File: config.mk
export PLATFORM = sky130hd
export DESIGN_NAME = wb_regfile
export DESIGN_NICKNAME = d
export VERILOG_FILES = /design/src/rtl/cpu_pkg.sv /design/src/rtl/regfile_2r1w.sv /design/src/rtl/wb_regfile.sv
export SDC_FILE = /design/constraint.sdc
export NUM_CORES = 2
export LEC_CHECK = 0
export ABC_CLOCK_PERIOD_IN_PS = 51100
export BUFFER_PORTS_ARGS = -buffer_cell sky130_fd_sc_hd__buf_4
export CORE_UTILIZATION = 30
export DETAILED_ROUTE_END_ITERATION = 16
export PLACE_DENSITY_LB_ADDON = 0.1
export SLEW_MARGIN = 20
export SYNTH_ARGS = -nofsm -noshare
export SYNTH_HDL_FRONTEND = slang
export SYNTH_SLANG_ARGS = --single-unit
File: constraint.sdc
create_clock -name clk -period 51.1 [get_ports clk]
set_input_delay 10.22 -clock clk [delete_from_list [all_inputs] [get_ports clk]]
set_output_delay 10.22 -clock clk [all_outputs]
set_load 0.05 [all_outputs]
File: src/rtl/cpu_pkg.sv
`default_nettype none
// ============================================================================
// Module      : cpu_pkg
// Description : Shared CPU constants and the writeback-source encoding.
// Revision    : 1.0 - initial release
// ============================================================================
package cpu_pkg;

   localparam int DATA_W = 32;
   localparam int ADDR_W = 5;

   localparam logic [4:0] REG_ZERO = 5'd0;
   localparam logic [4:0] REG_RA   = 5'd31;

   // Origin of the value committed to the register file
   typedef enum logic [1:0] {
      WB_ALU  = 2'd0,
      WB_MEM  = 2'd1,
      WB_LINK = 2'd2
   } wb_src_e;

endpackage
`default_nettype wire

File: src/rtl/regfile_2r1w.sv
`default_nettype none
// ============================================================================
// Module      : regfile_2r1w
// Description : Raw register storage with two asynchronous read ports and one
//               synchronous write port. Reads return stored contents only;
//               bypass and r0 masking live in the wrapper.
// Revision    : 1.0 - initial release
// ============================================================================
module regfile_2r1w #(
   parameter int DATA_W = 32,
   parameter int ADDR_W = 5
) (
   input  logic              clk,
   input  logic              rst,
   input  logic              we,
   input  logic [ADDR_W-1:0] waddr,
   input  logic [DATA_W-1:0] wdata,
   input  logic [ADDR_W-1:0] raddr_a,
   input  logic [ADDR_W-1:0] raddr_b,
   output logic [DATA_W-1:0] rdata_a,
   output logic [DATA_W-1:0] rdata_b
);

   localparam int NREGS = 2 ** ADDR_W;

   logic [DATA_W-1:0] r_mem [NREGS];

   // Storage: async clear of every entry, single write port otherwise
   always_ff @(posedge clk or posedge rst) begin
      if (rst) begin
         for (int i = 0; i < NREGS; i++) begin
            r_mem[i] <= '0;
         end
      end else if (we) begin
         r_mem[waddr] <= wdata;
      end
   end

   assign rdata_a = r_mem[raddr_a];
   assign rdata_b = r_mem[raddr_b];

endmodule
`default_nettype wire

File: src/rtl/wb_regfile.sv
`default_nettype none
// ============================================================================
// Module      : wb_regfile
// Description : Writeback stage: selects the writeback value, applies the
//               link destination override, commits to the register file,
//               serves two bypassed read ports and counts committed writes.
// Revision    : 1.0 - initial release
// ============================================================================
module wb_regfile #(
   parameter int DATA_W = 32,
   parameter int ADDR_W = 5,
   parameter int CNT_W  = 32
) (
   input  logic              clk,
   input  logic              rst,
   input  logic              wb_regwrite,
   input  logic              wb_memtoreg,
   input  logic              wb_link,
   input  logic [DATA_W-1:0] wb_memdata,
   input  logic [DATA_W-1:0] wb_aluresult,
   input  logic [DATA_W-1:0] wb_linkpc,
   input  logic [ADDR_W-1:0] wb_rd,
   input  logic [ADDR_W-1:0] rs_addr,
   input  logic [ADDR_W-1:0] rt_addr,
   output logic [DATA_W-1:0] rs_data,
   output logic [DATA_W-1:0] rt_data,
   output logic [ADDR_W-1:0] wb_dest,
   output logic [DATA_W-1:0] wb_data,
   output logic              wb_we,
   output logic [CNT_W-1:0]  wb_count
);

   import cpu_pkg::*;

   localparam logic [ADDR_W-1:0] C_ZERO = ADDR_W'(REG_ZERO);
   localparam logic [ADDR_W-1:0] C_RA   = ADDR_W'(REG_RA);

   wb_src_e           w_src;
   logic [DATA_W-1:0] w_raw_rs;
   logic [DATA_W-1:0] w_raw_rt;

   // Source priority: a link write overrides the memory/ALU choice
   always_comb begin
      w_src = WB_ALU;
      if (wb_link) begin
         w_src = WB_LINK;
      end else if (wb_memtoreg) begin
         w_src = WB_MEM;
      end
   end

   // Writeback value mux, also exported to the forwarding unit
   always_comb begin
      wb_data = wb_aluresult;
      case (w_src)
         WB_MEM:  wb_data = wb_memdata;
         WB_LINK: wb_data = wb_linkpc;
         default: wb_data = wb_aluresult;
      endcase
   end

   // Link writes always target the return-address register; r0 is never written
   assign wb_dest = wb_link ? C_RA : wb_rd;
   assign wb_we   = wb_regwrite && (wb_dest != C_ZERO);

   regfile_2r1w #(
      .DATA_W (DATA_W),
      .ADDR_W (ADDR_W)
   ) u_storage (
      .clk     (clk),
      .rst     (rst),
      .we      (wb_we),
      .waddr   (wb_dest),
      .wdata   (wb_data),
      .raddr_a (rs_addr),
      .raddr_b (rt_addr),
      .rdata_a (w_raw_rs),
      .rdata_b (w_raw_rt)
   );

   // r0 reads as zero regardless of storage; a write in flight is bypassed
   function automatic logic [DATA_W-1:0] read_sel(
      input logic [ADDR_W-1:0] addr,
      input logic [DATA_W-1:0] raw
   );
      if (addr == C_ZERO) begin
         return '0;
      end else if (wb_we && (addr == wb_dest)) begin
         return wb_data;
      end else begin
         return raw;
      end
   endfunction

   // Read port A with r0 masking and same-cycle bypass
   always_comb begin
      rs_data = read_sel(rs_addr, w_raw_rs);
   end

   // Read port B with r0 masking and same-cycle bypass
   always_comb begin
      rt_data = read_sel(rt_addr, w_raw_rt);
   end

   // Committed-write counter; wraps silently
   always_ff @(posedge clk or posedge rst) begin
      if (rst) begin
         wb_count <= '0;
      end else if (wb_we) begin
         wb_count <= wb_count + CNT_W'(1);
      end
   end

endmodule
`default_nettype wire

==> impl_metrics.yaml <==
status:
  status: "completed"
routing:
  totalWireLength_um: 236000
  num_vias: 42200
  dr.pass1.iters: 5
  via_per_inst: 5.44
  drt_iter0_markers: 3356
  avgRoutedWirePerCell_um: 30.4
  drc: 0
  ant_nets: 0
hold_path:
  worstHoldEndpoint: "u_storage.r_mem[1017]"
  worstHoldPathCells: 0
  hold_start: "u_storage.r_mem[1017]"
  hold_class: "flop to flop"
logic_synthesis:
  synthArstFlopShare_pct: 100
  syn_inst: 5232
  yosys.area.top_type: "dfrtp_1"
  ys_seq_area_share_pct: 47.8
  synth_edf_count: 0
  ys.flop_type: "dfrtp_1"
  ys_seq_elements: 1056
  ys_top_cells_by_count: "nand2_1 (1113), dfrtp_1 (1056), o21ai_0 (1029), mux4_2 (421), clkbuf_1 (406)"
  synth_cell_types: 59
  syn_area_per_cell_um2: 10.6
  yosysTopAreaCellShare_pct: 47.8
  syn_nets: 5349
  synth_area_leaders: "dfrtp_1 (48%), mux4_2 (17%), o21ai_0 (9.3%)"
  ys_warn_count: 0
  synth_most_common_cell: "nand2_1"
  syn_area_um2: 55300
clock_tree:
  post_cts_buffers: 0
  cts_root_buffer: "clkbuf_16"
  cts_max_path_buffers: 3
  numCtsBuffers: 132
  cts_resized: 0
  postCtsHoldBufs: 0
  htree_levels: 4
  clk_latency_ns: 0.77
  clkTransAtPathRegs_ns: 0.05
  cts_tree: "yes"
  clkSinkCount: 1056
timing:
  tightest_slew_ns: 1.17
  rsz0062_at_grt: "no"
  clock_skew_ns: 0.00274
  drv_slew: 0
  max_freq_mhz: 40.1
  slew_headroom_pct: 22.1
  finalHoldViolations: 0
  period_share_pct: 48.8
  finalSetupTns_ns: 0
  setup_viol: 0
  period_minus_slack_ns: 24.92
grt:
  gr-usage-met3_pct: 3.88
  grt_util_all_layers_pct: 25.3
  grt_pass1_wl_um: 335000
  grt_max_degree: 159
  grt_antenna_before_repair: 7
  grt-ovfl-total: 0
  grtUsageMet2_pct: 41.5
  busiest_layer: "met2"
  grt.met1_usage_pct: 34.6
  first_global_vias: 42100
worst_setup_path:
  r2r-end: "wb_count[30]"
  cp_top_family: "buffers and inverters"
  slowest_delay_ns: 0.84
  path_max_fanout: 68
  reg2regPathDepth: 6
  cp_cell_sequence: "buf_8, buf_4, buf_4, mux4_2, mux2i_1, o22ai_1, nor3_1, a21oi_1, buf_4"
  cp_common_cell: "buf_4"
  cp_slowest_cell: "nor3_1"
  crit_arrival_ns: 14.70
  reg2reg_from: "wb_count[6]"
  crit_type: "primary input to primary output"
  cp-end-kind: "primary output"
  start_kind: "primary input"
  crit_buf_inv: 4
  required_ns: 40.88
  r2r_setup_slack_ns: 48.70
cells_and_area:
  final_cell_area_um2: 63800
  area.growth.synth_to_final_pct: 15.4
  drive_above_1_share_pct: 21.0
  nets: 5306
  post-route-util_pct: 34.9
  finalNonFillerCells: 7760
die:
  die_area_um2: 186000
  ios: 250
  die_w_um: 431
  start_util_pct: 30.2
  fp.coreArea_um2: 183000
  die_h_um: 431
  rows: 157
place:
  dp_cells: 7519
  io_buffers: 249
  place_area_um2: 59500
  hpwlAfterDp_um: 137000
  gp_congestion: 0.787
pwr:
  p_per_area_nw_per_um2: 37.6
  p_leak_nw: 27.7
  fin_total_pwr_mw: 2.40
  vdd_drop_max_mv: 0.0258
run:
  cap_violations: 0
## routing by layer
metal | vias up | share of wire [%]
li1 | 18700 | -
met1 | 21900 | 44
met2 | 1280 | 48
met3 | 323 | 5.2
met4 | 2 | 2.8
met5 | - | 0.0030
## power breakdown
group / total (mW) / switching [mW] / internal (mW) / leakage (nW)
Clock: 0.951 / 0.392 / 0.559 / 2.13
Combinational: 0.432 / 0.259 / 0.173 / 11.4
Sequential: 1.02 / 0.0803 / 0.939 / 14.2
Total: 2.40 / 0.731 / 1.67 / 27.7
## sequential cells by signal (all words and copies together) (netlist names)
name	cells
wb_count	32
u_storage.r_mem	1024
## cells by family after synthesis
kind of cell	after synthesis	share of synthesized area, %
simple gates	1423	10.4
compound gates	1365	13.5
flops	1056	47.8
mux	760	23.4
buf+inv	590	4.43
xor+xnor	37	0.586
fa+ha+maj	1	0.0226
## how the worst max path moves through the flow
stage / startpoint / endpoint / slack [ns] / depth (start not counted)
2_1_floorplan: rst / u_storage.r_mem[0] / 11.16 / 1
3_3_place_gp: rt_addr[0] / rt_data[6] / 26.16 / 9
3_5_place_dp: rt_addr[0] / rt_data[6] / 26.23 / 9
4_1_cts: rt_addr[0] / rt_data[6] / 26.20 / 9
5_1_grt: rt_addr[0] / rt_data[6] / 26.05 / 9
6_report: rt_addr[0] / rt_data[6] / 26.18 / 9
## cells in the final DEF, fill, tap and decap left out, types with 10 or more instances in the layout
| master | count |
|---|---|
| mux2_2 | 31 |
| o221ai_1 | 10 |
| nand2b_1 | 11 |
| nor2_1 | 110 |
| nand3_1 | 55 |
| clkbuf_8 | 32 |
| nor2b_1 | 17 |
| a21oi_1 | 46 |
| nand2_1 | 1087 |
| nand4_1 | 10 |
| o311ai_0 | 17 |
| mux2i_1 | 308 |
| a21oi_2 | 20 |
| buf_4 | 362 |
| a211oi_1 | 34 |
| a21oi_4 | 10 |
| dfrtp_1 | 1056 |
| o22ai_1 | 88 |
| clkbuf_1 | 36 |
| clkinv_2 | 16 |
| xnor2_1 | 27 |
| a22oi_1 | 50 |
| nand2_4 | 25 |
| xor2_1 | 10 |
| inv_1 | 37 |
| clkbuf_16 | 135 |
| o21ai_0 | 1029 |
| mux4_2 | 421 |
| nor3_1 | 46 |
## metrics by stage
stage / setup slack (ns) / hold WS (ns)
3_5_place_dp: 26.23 / 0.383
3_3_place_gp: 26.16 / 0.377
4_1_cts: 26.20 / 0.396
6_report: 26.18 / 0.392
2_1_floorplan: 11.16 / 0.441
5_1_grt: 26.05 / 0.401
## layout make-up
class | count | area [um^2]
fill | 18500 | 119000
multi-input combinational | 3586 | 26900
sequential | 1056 | 26400
clock buffer | 203 | 3950
tap | 2464 | 3080
timing repair buffer | 373 | 2880
clock inverter | 32 | 378
inverter | 40 | 160
antenna | 6 | 15.0
## worst reg2reg max path, cell delays in order, from the launching register on
cell and delay (ns):
dfrtp_1 0.43, and4_1 0.28, nand4_1 0.16, nor4_1 0.61, nor2b_1 0.49, nand3_1 0.16
xnor2_1 0.15
Note: power is estimated with default switching activity, not from simulation.
